File: src/rtl/obsidian_sequencer_if.sv
// Instruction-memory fetch channel between the sequencer (master) and memory (slave).
interface obsidian_sequencer_if;
  logic        imem_req;
  logic [31:0] imem_addr;
  logic        imem_ack;
  logic [31:0] imem_rdata;

  modport master (output imem_req, imem_addr, input  imem_ack, imem_rdata);
  modport slave  (input  imem_req, imem_addr, output imem_ack, imem_rdata);
endinterface

File: src/rtl/obsidian_sequencer.sv
// Multi-cycle instruction sequencer: FETCH/DECODE/EXECUTE/WRITEBACK with a terminal HALT.
// Define OBSIDIAN_STEP_EN to add a `step` input that gates one instruction per pulse.
module obsidian_sequencer #(
  parameter logic [31:0] RESET_PC = 32'h0000_0000,
  parameter int unsigned PC_STEP  = 4
) (
  input  logic                        clk,
  input  logic                        rst_n,
  input  logic                        run,
`ifdef OBSIDIAN_STEP_EN
  input  logic                        step,
`endif
  obsidian_sequencer_if.master        imem,
  output logic [31:0]                 instr,
  input  logic                        branch_taken,
  input  logic [31:0]                 branch_target,
  output logic                        rf_we,
  output logic [31:0]                 pc,
  output logic [2:0]                  state,
  output logic                        halted,
  output logic [15:0]                 retire_count
);

  typedef enum logic [2:0] {
    S_IDLE   = 3'd0,
    S_FETCH  = 3'd1,
    S_DECODE = 3'd2,
    S_EXEC   = 3'd3,
    S_WB     = 3'd4,
    S_HALT   = 3'd5
  } state_e;

  localparam logic [31:0] STEP     = 32'(PC_STEP);
  localparam logic [5:0]  OP_HALT  = 6'h3F;

  state_e      state_q, state_d;
  logic [31:0] pc_q, pc_d;
  logic [31:0] instr_q, instr_d;
  logic [15:0] retire_q, retire_d;
  // Set on the first edge after reset so IDLE cannot leave before the second edge.
  logic        armed_q;
  logic        go_fetch, wb_continue;

`ifdef OBSIDIAN_STEP_EN
  assign go_fetch    = step;
  assign wb_continue = 1'b0;
`else
  assign go_fetch    = run;
  assign wb_continue = run;
`endif

  always_ff @(posedge clk or negedge rst_n) begin
    if (!rst_n) begin
      state_q  <= S_IDLE;
      pc_q     <= RESET_PC;
      instr_q  <= '0;
      retire_q <= '0;
      armed_q  <= 1'b0;
    end else begin
      state_q  <= state_d;
      pc_q     <= pc_d;
      instr_q  <= instr_d;
      retire_q <= retire_d;
      armed_q  <= 1'b1;
    end
  end

  always_comb begin
    state_d  = state_q;
    pc_d     = pc_q;
    instr_d  = instr_q;
    retire_d = retire_q;
    case (state_q)
      S_IDLE: begin
        if (armed_q && go_fetch) state_d = S_FETCH;
      end
      S_FETCH: begin
        if (imem.imem_ack) begin
          instr_d = imem.imem_rdata;
          state_d = S_DECODE;
        end
      end
      S_DECODE: begin
        state_d = (instr_q[31:26] == OP_HALT) ? S_HALT : S_EXEC;
      end
      S_EXEC: begin
        state_d = S_WB;
      end
      S_WB: begin
        pc_d     = branch_taken ? {branch_target[31:2], 2'b00} : pc_q + STEP;
        retire_d = retire_q + 16'd1;
        state_d  = wb_continue ? S_FETCH : S_IDLE;
      end
      S_HALT: begin
        state_d = S_HALT;
      end
      default: begin
        state_d = S_IDLE;
      end
    endcase
  end

  // Outputs decode straight from state so reset drops the fetch request asynchronously.
  assign imem.imem_req  = (state_q == S_FETCH);
  assign imem.imem_addr = pc_q;
  assign rf_we          = (state_q == S_WB);
  assign halted         = (state_q == S_HALT);
  assign state          = state_q;
  assign pc             = pc_q;
  assign instr          = instr_q;
  assign retire_count   = retire_q;

  a_addr_stable: assert property (@(posedge clk) disable iff (!rst_n)
    (state_q == S_FETCH && !imem.imem_ack) |=> $stable(imem.imem_addr));
  a_halt_sticky: assert property (@(posedge clk) disable iff (!rst_n)
    (state_q == S_HALT) |=> (state_q == S_HALT));

endmodule

File: src/flat_wrapper.sv
// flat-port wrapper written by rule: the top's interface ports become plain ports
module obsidian_sequencer_flat 
#(
  parameter logic [31:0] RESET_PC = 32'h0000_0000,
  parameter int unsigned PC_STEP  = 4
)
  (clk, rst_n, run, instr, branch_taken, branch_target, rf_we, pc, state, halted, retire_count, imem_imem_req, imem_imem_addr, imem_imem_ack, imem_imem_rdata);
  obsidian_sequencer_if imem_i ();
  input  logic clk;
  input  logic rst_n;
  input  logic run;
  output logic [31:0] instr;
  input  logic branch_taken;
  input  logic [31:0] branch_target;
  output logic rf_we;
  output logic [31:0] pc;
  output logic [2:0] state;
  output logic halted;
  output logic [15:0] retire_count;
  output wire logic [$bits(imem_i.imem_req)-1:0] imem_imem_req;
  output wire logic [$bits(imem_i.imem_addr)-1:0] imem_imem_addr;
  input wire logic [$bits(imem_i.imem_ack)-1:0] imem_imem_ack;
  input wire logic [$bits(imem_i.imem_rdata)-1:0] imem_imem_rdata;
  assign imem_imem_req = imem_i.imem_req;
  assign imem_imem_addr = imem_i.imem_addr;
  assign imem_i.imem_ack = imem_imem_ack;
  assign imem_i.imem_rdata = imem_imem_rdata;
  obsidian_sequencer #(.RESET_PC(RESET_PC), .PC_STEP(PC_STEP)) u_core (.clk(clk), .rst_n(rst_n), .run(run), .imem(imem_i), .instr(instr), .branch_taken(branch_taken), .branch_target(branch_target), .rf_we(rf_we), .pc(pc), .state(state), .halted(halted), .retire_count(retire_count));
endmodule
File: config.mk
export PLATFORM = sky130hd
export DESIGN_NAME = obsidian_sequencer_flat
export DESIGN_NICKNAME = d
export VERILOG_FILES = /design/src/rtl/obsidian_sequencer_if.sv /design/src/rtl/obsidian_sequencer.sv /design/src/flat_wrapper.sv
export SDC_FILE = /design/constraint.sdc
export NUM_CORES = 1
export LEC_CHECK = 0
export BUFFER_PORTS_ARGS = -buffer_cell sky130_fd_sc_hd__buf_2
export CORE_AREA = 2 2 95 120
export DETAILED_ROUTE_END_ITERATION = 8
export DIE_AREA = 0 0 97 122
export PLACE_DENSITY = 0.72
export SLEW_MARGIN = 25
export SYNTH_ARGS = -nofsm -noshare
export SYNTH_HDL_FRONTEND = slang
export SYNTH_SLANG_ARGS = --single-unit
File: constraint.sdc
create_clock -name clk -period 2.6 [get_ports clk]
set_input_delay 0.13 -clock clk [delete_from_list [all_inputs] [get_ports clk]]
set_output_delay 0.13 -clock clk [all_outputs]
set_load 0.02 [all_outputs]
==> impl_metrics.xml, run 1 <==
<?xml version="1.0" encoding="UTF-8"?>
<metrics>
  <group name="run_status">
    <metric name="status" unit="">complete, no violations</metric>
  </group>
  <group name="global_routing">
    <metric name="grt_start_max_net_pins" unit="">83</metric>
    <metric name="grt_pass1_wl" unit="um">18900</metric>
    <metric name="globalRoute.totalOverflow" unit="">0</metric>
    <metric name="groute.usage.overall" unit="">0.196</metric>
    <metric name="grt_antenna_before_repair" unit="">1</metric>
    <metric name="grt_pass1_vias" unit="">3714</metric>
  </group>
  <group name="logic_synthesis">
    <metric name="ys_ff_latch" unit="">82</metric>
    <metric name="synth.area.mux_share" unit="">0.0887</metric>
    <metric name="post_synth.cell_area_avg" unit="sq um">10.1</metric>
    <metric name="yosys.area_share.adder" unit="">0.00553</metric>
    <metric name="ys.warnings.count" unit="">0</metric>
    <metric name="synth_top_cells_by_area" unit="">sky130_fd_sc_hd__dfrtp_1 (45%), sky130_fd_sc_hd__mux2_2 (8.2%), sky130_fd_sc_hd__buf_4 (5.8%), sky130_fd_sc_hd__nand2_1 (2.5%), sky130_fd_sc_hd__nand3_1 (2.4%)</metric>
    <metric name="synth_simple_gate_area_share" unit="">0.208</metric>
    <metric name="synth_top_family_by_area" unit="">simple AND/OR/NAND/NOR gates</metric>
    <metric name="synth_compound_area_frac" unit="">0.126</metric>
    <metric name="synth-xor-area-share" unit="">0.0310</metric>
    <metric name="number_of_enable_type_register_cells_in_the_synthesized_netlist" unit="">0</metric>
    <metric name="postSynth.topFlopCell" unit="">sky130_fd_sc_hd__dfrtp_1</metric>
    <metric name="netlist.top_cell.by_area" unit="">sky130_fd_sc_hd__dfrtp_1</metric>
    <metric name="netlist.area_leader.share" unit="">0.453</metric>
    <metric name="synth.cell_area" unit="sq um">4530</metric>
    <metric name="ys_async_sr_fraction" unit="">1.00</metric>
    <metric name="synth.lib_cells_used.distinct" unit="">63</metric>
    <metric name="postSynthCellCount" unit="">446</metric>
    <metric name="synth_seq_area_share" unit="">0.453</metric>
  </group>
  <group name="worst_setup_path">
    <metric name="required" unit="ps">2470</metric>
    <metric name="worst-path-max-fanout" unit="">27</metric>
    <metric name="timing.setup.critical_path_class" unit="">reg2out</metric>
    <metric name="worstPathArrival" unit="ps">2030</metric>
    <metric name="crit_chain" unit="">or3b_4, clkinv_2, buf_4, buf_2</metric>
    <metric name="reg2reg_setup_slack" unit="ps">550</metric>
    <metric name="worstRegToRegCells" unit="">6</metric>
    <metric name="critPathLaunchType" unit="">register</metric>
    <metric name="worst_path_max_delay_cell" unit="">sky130_fd_sc_hd__dfrtp_1</metric>
    <metric name="r2r-end" unit="">u_core.retire_count[7]$_DFFE_PN0N_</metric>
    <metric name="critical_path.endpoint_type" unit="">output pin</metric>
    <metric name="timing.critical_path.slowest_cell_delay" unit="ps">490</metric>
    <metric name="critical_path_destination" unit="">rf_we</metric>
    <metric name="reg2reg_from" unit="">u_core.state[2]$_DFFE_PN0P_</metric>
    <metric name="critical_path.startpoint" unit="">u_core.state[2]$_DFFE_PN0P_</metric>
  </group>
  <group name="pwr">
    <metric name="max-vdd-ir-drop" unit="mV">0.489</metric>
    <metric name="pwr_density_cell" unit="nW/um^2">1080</metric>
    <metric name="cellLeakagePower" unit="nW">2.65</metric>
  </group>
  <group name="min_path">
    <metric name="min-delay-path-class" unit="">in2reg</metric>
  </group>
  <group name="place">
    <metric name="numPortBuffers" unit="">180</metric>
    <metric name="detailedPlacementHpwl" unit="um">8600</metric>
    <metric name="setup_slack_at_placement" unit="ps">553</metric>
    <metric name="routability_congestion_estimate_from_global_placement" unit="">0.865</metric>
    <metric name="placed_cells_incl_taps" unit="">714</metric>
  </group>
  <group name="job">
    <metric name="maximum_capacitance_violations" unit="">0</metric>
  </group>
  <group name="floorplanning">
    <metric name="die_y" unit="um">122</metric>
    <metric name="start_util" unit="">0.418</metric>
    <metric name="floorplan.die.width" unit="um">97</metric>
    <metric name="ios" unit="">187</metric>
    <metric name="design.core.area" unit="sq um">10800</metric>
    <metric name="dieArea" unit="sq um">11800</metric>
    <metric name="num_rows" unit="">43</metric>
  </group>
  <group name="sta">
    <metric name="unrepaired_setup_endpoints_after_global_routing" unit="">false</metric>
    <metric name="postLayoutSetupSlackWorst" unit="ps">439</metric>
    <metric name="timing.clock.skew" unit="ps">10.2</metric>
    <metric name="final_min_period_over_clock_period" unit="">0.831</metric>
    <metric name="finalSetupTns" unit="ps">0</metric>
    <metric name="timing_worst_slew_pin_value" unit="ps">794</metric>
    <metric name="final-hold-violation-count" unit="">0</metric>
    <metric name="slew_headroom" unit="">0.470</metric>
    <metric name="period_needed" unit="ps">2160</metric>
    <metric name="maximum_clock_frequency" unit="MHz">463</metric>
    <metric name="timing.final.max_slew_violations" unit="">0</metric>
    <metric name="setup_violations" unit="">0</metric>
  </group>
  <group name="cts">
    <metric name="cts.sinks" unit="">82</metric>
    <metric name="clk_pin_slew" unit="ps">70</metric>
    <metric name="clock-root-buffer" unit="">sky130_fd_sc_hd__clkbuf_16</metric>
    <metric name="cts.htree.levels" unit="">3</metric>
    <metric name="clockBufferDepth" unit="">2</metric>
    <metric name="inserted_clock_buffers" unit="">9</metric>
    <metric name="cts_tree" unit="">built</metric>
    <metric name="insertion_delay" unit="ps">330</metric>
  </group>
  <group name="drt">
    <metric name="drt_first_pass_iters" unit="">5</metric>
    <metric name="drc" unit="">0</metric>
    <metric name="wire_per_inst" unit="um">16.1</metric>
    <metric name="route.final.wire_length" unit="um">11800</metric>
    <metric name="post_dr_vias_cell" unit="">5.48</metric>
    <metric name="detailedRoute.firstIterationViolations" unit="">192</metric>
    <metric name="dr_total_vias" unit="">4009</metric>
    <metric name="ant_nets" unit="">0</metric>
  </group>
  <group name="final_layout">
    <metric name="stdcell_count" unit="">731</metric>
    <metric name="final-seq-area" unit="sq um">2050</metric>
    <metric name="multi_input_area" unit="sq um">2090</metric>
    <metric name="antenna_cells" unit="">0</metric>
    <metric name="area_growth" unit="%">23.5</metric>
    <metric name="layout-drive-gt1-share" unit="">0.426</metric>
    <metric name="design.final.nets" unit="">662</metric>
    <metric name="final_util" unit="">0.517</metric>
    <metric name="final.fill_count" unit="">1012</metric>
  </group>
</metrics>
-- layout make-up --
class,instances,area share
Inverter,4,0.00291
Clock inverter,6,0.00761
Sequential cell,82,0.367
Multi-Input combinational cell,304,0.375
Timing Repair Buffer,190,0.176
Clock buffer,10,0.0410
Tap cell,135,0.0302
-- routing by layer --
layer  routed length [um]  up-vias  GRT usage
met2                 5610      212      0.324
met4                  123        2     0.0634
met1                 4990     1888      0.253
li1                     -     1895          -
met3                 1040       12     0.0516
met5                   13        -          0
-- stage by stage --
stage	hold WS (ps)	instance area [sq um]	total power, W
floorplan	-166	4540	0.00414
global placement	364	5300	0.00483
detailed placement	365	5300	0.00489
CTS	15.7	5570	0.00608
global route	17.0	5590	0.00638
finish	25.2	5590	0.00602
-- how the worst min path moves through the flow --
stage	cells after the start	endpoint	from	slack (ps)
2_1_floorplan	0	u_core.armed_q$_DFF_PN0_	rst_n	-170
3_3_place_gp	2	u_core.instr[6]$_DFFE_PN0P_	imem_imem_rdata[6]	360
3_5_place_dp	2	u_core.instr[10]$_DFFE_PN0P_	imem_imem_rdata[10]	370
4_1_cts	1	u_core.instr[25]$_DFFE_PN0P_	rst_n	20
5_1_grt	2	u_core.instr[24]$_DFFE_PN0P_	imem_imem_rdata[24]	20
6_report	2	u_core.instr[0]$_DFFE_PN0P_	imem_imem_rdata[0]	30
-- cells in the mapped netlist, types with 4 or more instances --
cell type and number:
sky130_fd_sc_hd__o22ai_1 4, sky130_fd_sc_hd__mux2_2 33, sky130_fd_sc_hd__a21oi_1 18, sky130_fd_sc_hd__and4_1 5, sky130_fd_sc_hd__xnor2_1 9, sky130_fd_sc_hd__dfrtp_1 82, sky130_fd_sc_hd__xor2_1 7, sky130_fd_sc_hd__nand3_1 22
sky130_fd_sc_hd__nand2_1 30, sky130_fd_sc_hd__or3_1 5, sky130_fd_sc_hd__a211oi_1 6, sky130_fd_sc_hd__nand4_1 14, sky130_fd_sc_hd__o21ai_0 19, sky130_fd_sc_hd__and3_1 14, sky130_fd_sc_hd__nor3_1 10, sky130_fd_sc_hd__buf_4 35
sky130_fd_sc_hd__a311oi_1 7, sky130_fd_sc_hd__nor4_1 7, sky130_fd_sc_hd__clkbuf_1 9, sky130_fd_sc_hd__buf_2 11, sky130_fd_sc_hd__nor4_2 4, sky130_fd_sc_hd__nor2_1 23, sky130_fd_sc_hd__and2_1 4
-- critical path, delay by kind of cell, from the launching register on --
kind | cells | cell delay, ps
buffers and inverters | 3 | 780
flip-flops | 1 | 490
AND/OR/NAND/NOR | 1 | 430
-- state kept, by name, summed over array words and instances, names as in the netlist --
| register | count |
|---|---|
| u_core.imem.imem_addr | 30 |
| u_core.instr | 32 |
| u_core.armed_q | 1 |
| u_core.retire_count | 16 |
| u_core.state | 3 |
-- layout by cell type, fill, tap and decap left out, types with 6 or more instances in the layout --
cell type,Yosys,layout
sky130_fd_sc_hd__buf_2,11,179
sky130_fd_sc_hd__dfrtp_1,82,82
sky130_fd_sc_hd__mux2_2,33,33
sky130_fd_sc_hd__nand2_1,30,30
sky130_fd_sc_hd__nor2_1,23,23
sky130_fd_sc_hd__nand3_1,22,22
sky130_fd_sc_hd__o21ai_0,19,19
sky130_fd_sc_hd__a21oi_1,18,18
sky130_fd_sc_hd__nand4_1,14,14
sky130_fd_sc_hd__and3_1,14,14
sky130_fd_sc_hd__nor3_1,10,10
sky130_fd_sc_hd__xnor2_1,9,9
sky130_fd_sc_hd__clkbuf_16,0,9
sky130_fd_sc_hd__buf_4,35,9
sky130_fd_sc_hd__xor2_1,7,7
sky130_fd_sc_hd__nor4_1,7,7
sky130_fd_sc_hd__a311oi_1,7,7
sky130_fd_sc_hd__a211oi_1,6,6
-- cell families after synthesis --
group	count (synthesis)
muxes	36
other	2
DFF	82
AOI/OAI and AO/OA	83
buffers and inverters	63
xor gates and xnor gates	16
adders and majority gates	2
and+or+nand+nor	162
-- report_power, final --
| group | switching (W) | internal (W) |
|---|---|---|
| Combinational | 0.00159 | 0.00102 |
| Clock | 0.000521 | 0.000649 |
| Sequential | 0.000506 | 0.00174 |
-- timing repair --
item / in CTS / in global routing
gates resized for setup: 0 / 0
hold endpoints to repair: 0 / 82
setup buffers: 0 / 0
endpoints found under the setup margin: 0 / 0
hold buffers: 0 / 1
(Power assumes the default switching activity.)
==> run 2: changes to the inputs <==
ABC_AREA = 1   (was not set)
CORE_AREA = 2 2 99 125   (was 2 2 95 120)
DIE_AREA = 0 0 101 127   (was 0 0 97 122)
PLACE_DENSITY = 0.7   (was 0.72)
clock period = 2.1 ns   (was 2.6 ns; I/O delays follow)
==> impl_metrics.xml, run 2 <==
<?xml version="1.0" encoding="UTF-8"?>
<metrics>
  <group name="cts">
    <metric name="cts.sinks" unit="">82</metric>
    <metric name="insertion_delay" unit="ps">330</metric>
    <metric name="cts_tree" unit="">built</metric>
    <metric name="clock-root-buffer" unit="">sky130_fd_sc_hd__clkbuf_16</metric>
    <metric name="clk_pin_slew" unit="ps">60</metric>
    <metric name="clockBufferDepth" unit="">2</metric>
    <metric name="cts.htree.levels" unit="">3</metric>
    <metric name="inserted_clock_buffers" unit="">9</metric>
    <metric name="post_cts_resized" unit="">0</metric>
  </group>
  <group name="min_path">
    <metric name="cells_on_worst_hold_path" unit="">2</metric>
    <metric name="min-delay-path-class" unit="">in2reg</metric>
  </group>
  <group name="sta">
    <metric name="unrepaired_setup_endpoints_after_global_routing" unit="">false</metric>
    <metric name="timing.final.max_slew_violations" unit="">0</metric>
    <metric name="final-hold-violation-count" unit="">0</metric>
    <metric name="timing.clock.skew" unit="ps">7.69</metric>
    <metric name="slew_headroom" unit="">0.527</metric>
    <metric name="timing_worst_slew_pin_value" unit="ps">708</metric>
    <metric name="maximum_clock_frequency" unit="MHz">532</metric>
    <metric name="period_needed" unit="ps">1880</metric>
    <metric name="finalSetupTns" unit="ps">0</metric>
    <metric name="final_min_period_over_clock_period" unit="">0.895</metric>
    <metric name="setup_violations" unit="">0</metric>
  </group>
  <group name="drt">
    <metric name="dr_total_vias" unit="">4510</metric>
    <metric name="route.final.wire_length" unit="um">12900</metric>
    <metric name="post_dr_vias_cell" unit="">4.76</metric>
    <metric name="drc" unit="">0</metric>
    <metric name="drt_first_pass_iters" unit="">4</metric>
    <metric name="wire_per_inst" unit="um">13.6</metric>
    <metric name="ant_nets" unit="">0</metric>
    <metric name="detailedRoute.firstIterationViolations" unit="">124</metric>
  </group>
  <group name="worst_setup_path">
    <metric name="timing.setup.critical_path_class" unit="">reg2out</metric>
    <metric name="r2r-end" unit="">u_core.imem.imem_addr[10]$_DFFE_PN0N_</metric>
    <metric name="timing.critical_path.slowest_cell_delay" unit="ps">470</metric>
    <metric name="required" unit="ps">2000</metric>
    <metric name="critPathLaunchType" unit="">register</metric>
    <metric name="worst_path_max_delay_cell" unit="">sky130_fd_sc_hd__dfrtp_1</metric>
    <metric name="reg2reg_from" unit="">u_core.imem.imem_addr[2]$_DFFE_PN0N_</metric>
    <metric name="worstPathArrival" unit="ps">1770</metric>
    <metric name="reg2reg_setup_slack" unit="ps">330</metric>
    <metric name="worstRegToRegCells" unit="">10</metric>
    <metric name="worst-path-max-fanout" unit="">21</metric>
    <metric name="critical_path.startpoint" unit="">u_core.state[1]$_DFFE_PN0P_</metric>
    <metric name="crit_chain" unit="">nor2_2, nand2_2, inv_2, buf_4, buf_2</metric>
    <metric name="critical_path_destination" unit="">rf_we</metric>
    <metric name="critical_path.endpoint_type" unit="">output pin</metric>
  </group>
  <group name="logic_synthesis">
    <metric name="synth.most_common_cell" unit="">sky130_fd_sc_hd__nand2_1</metric>
    <metric name="netlist.area_leader.share" unit="">0.417</metric>
    <metric name="synth_seq_area_share" unit="">0.417</metric>
    <metric name="postSynthCellCount" unit="">626</metric>
    <metric name="ys.warnings.count" unit="">0</metric>
    <metric name="synth.cells.most_frequent" unit="">sky130_fd_sc_hd__nand2_1 (186), sky130_fd_sc_hd__dfrtp_1 (82), sky130_fd_sc_hd__nor2_1 (81)</metric>
    <metric name="synth.lib_cells_used.distinct" unit="">38</metric>
    <metric name="ys_ff_latch" unit="">82</metric>
    <metric name="number_of_enable_type_register_cells_in_the_synthesized_netlist" unit="">0</metric>
    <metric name="post_synth.cell_area_avg" unit="sq um">7.86</metric>
    <metric name="postSynth.topFlopCell" unit="">sky130_fd_sc_hd__dfrtp_1</metric>
    <metric name="ys_async_sr_fraction" unit="">1.00</metric>
    <metric name="synth.cell_area" unit="sq um">4920</metric>
    <metric name="netlist.top_cell.by_area" unit="">sky130_fd_sc_hd__dfrtp_1</metric>
    <metric name="synth_top_cells_by_area" unit="">sky130_fd_sc_hd__dfrtp_1 (42%), sky130_fd_sc_hd__nand2_1 (14%), sky130_fd_sc_hd__mux2_4 (9.2%), sky130_fd_sc_hd__nor2_1 (6.2%), sky130_fd_sc_hd__buf_4 (5.2%)</metric>
  </group>
  <group name="final_layout">
    <metric name="largest_register_ffs" unit="">32</metric>
    <metric name="layout.cells.most_common" unit="">sky130_fd_sc_hd__nand2_1</metric>
    <metric name="design.final.nets" unit="">875</metric>
    <metric name="multi_input_area" unit="sq um">2290</metric>
    <metric name="most-common-layout-cells" unit="">sky130_fd_sc_hd__nand2_1 (186), sky130_fd_sc_hd__buf_2 (179), sky130_fd_sc_hd__dfrtp_1 (82)</metric>
    <metric name="final_area" unit="sq um">6320</metric>
    <metric name="layout-drive-gt1-share" unit="">0.316</metric>
    <metric name="stdcell_count" unit="">948</metric>
    <metric name="area_growth" unit="%">28.3</metric>
    <metric name="final.fill_count" unit="">1094</metric>
    <metric name="final-seq-area" unit="sq um">2050</metric>
  </group>
  <group name="global_routing">
    <metric name="globalRoute.totalOverflow" unit="">0</metric>
    <metric name="grt_pass1_wl" unit="um">20700</metric>
    <metric name="grt_start_max_net_pins" unit="">43</metric>
    <metric name="grt_antenna_before_repair" unit="">1</metric>
    <metric name="groute.usage.overall" unit="">0.202</metric>
    <metric name="grt_pass1_vias" unit="">4305</metric>
  </group>
  <group name="run_status">
    <metric name="status" unit="">complete, no violations</metric>
  </group>
  <group name="pwr">
    <metric name="cellLeakagePower" unit="nW">3.43</metric>
    <metric name="max-vdd-ir-drop" unit="mV">0.821</metric>
    <metric name="fin_total_pwr" unit="W">0.00923</metric>
    <metric name="pwr_density_cell" unit="nW/um^2">1460</metric>
  </group>
  <group name="place">
    <metric name="routability_congestion_estimate_from_global_placement" unit="">0.893</metric>
    <metric name="numPortBuffers" unit="">180</metric>
    <metric name="placement.cell_area" unit="sq um">5750</metric>
    <metric name="placed_cells_incl_taps" unit="">904</metric>
    <metric name="detailedPlacementHpwl" unit="um">9340</metric>
  </group>
  <group name="floorplanning">
    <metric name="start_util" unit="">0.426</metric>
    <metric name="design.core.area" unit="sq um">11600</metric>
    <metric name="die_y" unit="um">127</metric>
    <metric name="dieArea" unit="sq um">12800</metric>
    <metric name="num_rows" unit="">44</metric>
    <metric name="ios" unit="">187</metric>
    <metric name="floorplan.die.width" unit="um">101</metric>
  </group>
  <group name="job">
    <metric name="maximum_capacitance_violations" unit="">0</metric>
  </group>
</metrics>
[run 2: report_power, final]
part           total (W)  internal, W  leakage, nW  switching (W)
sequential       0.00305      0.00226         1.00       0.000790
clock            0.00156     0.000923        0.135       0.000640
combinational    0.00461      0.00180         2.29        0.00281
[run 2: worst max-delay path, delay by kind of cell, from the launching register on]
kind | cells | cell delay [ps]
buffers and inverters | 3 | 590
DFF | 1 | 470
and+or+nand+nor | 2 | 370
[run 2: metal layers]
metal	vias up	track usage	part of all wire
met1	2057	0.229	0.40
met2	160	0.369	0.51
met3	16	0.0536	0.070
li1	2277	-	-
met4	0	0.0604	0.019
met5	-	0	0
[run 2: worst min path at each step]
stage                       start                                     to  slack (ps)
2_1_floorplan               rst_n               u_core.armed_q$_DFF_PN0_        -190
3_3_place_gp                rst_n  u_core.imem.imem_addr[16]$_DFFE_PN0N_          40
3_5_place_dp                rst_n  u_core.imem.imem_addr[16]$_DFFE_PN0N_          40
4_1_cts        imem_imem_rdata[4]            u_core.instr[4]$_DFFE_PN0P_         0.1
5_1_grt        imem_imem_rdata[3]            u_core.instr[3]$_DFFE_PN0P_           5
6_report       imem_imem_rdata[4]            u_core.instr[4]$_DFFE_PN0P_          10
[run 2: area by class of cell]
type	count	share of cell area
Inverter	63	0.0374
Multi-Input combinational cell	433	0.362
Timing Repair Buffer	215	0.201
Clock inverter	6	0.0105
Clock buffer	10	0.0363
Tap cell	138	0.0273
Sequential cell	82	0.325
Antenna cell	1	0.000396
[run 2: cell families (layout without fill, tap and decap cells)]
| logic type | Yosys count | in the layout | synth area share |
|---|---|---|---|
| flip-flops | 82 | 82 | 0.417 |
| XOR/XNOR | 11 | 11 | 0.0196 |
| AO/OA/AOI/OAI | 55 | 55 | 0.0590 |
| multiplexers | 32 | 32 | 0.0961 |
| AND/OR/NAND/NOR | 328 | 328 | 0.281 |
| other | 2 | 6 | 0.00153 |
| buffers and inverters | 114 | 294 | 0.121 |
| adder cells (fa/ha/maj) | 2 | 2 | 0.00508 |
[run 2: through the flow]
step	hold slack, ps	utilization	worst slack [ps]
after floorplan	-191	-	464
after global placement	35.8	0.497	381
after detailed placement	36.3	0.497	361
after CTS	0.105	0.544	183
after global routing	4.62	0.546	62.8
final	10.7	0.546	221
[run 2: what timing repair did]
item	CTS	global route
endpoints found under the hold margin	46	3
setup buffers	0	0
endpoints found under the setup margin	0	0
hold buffers	24	3
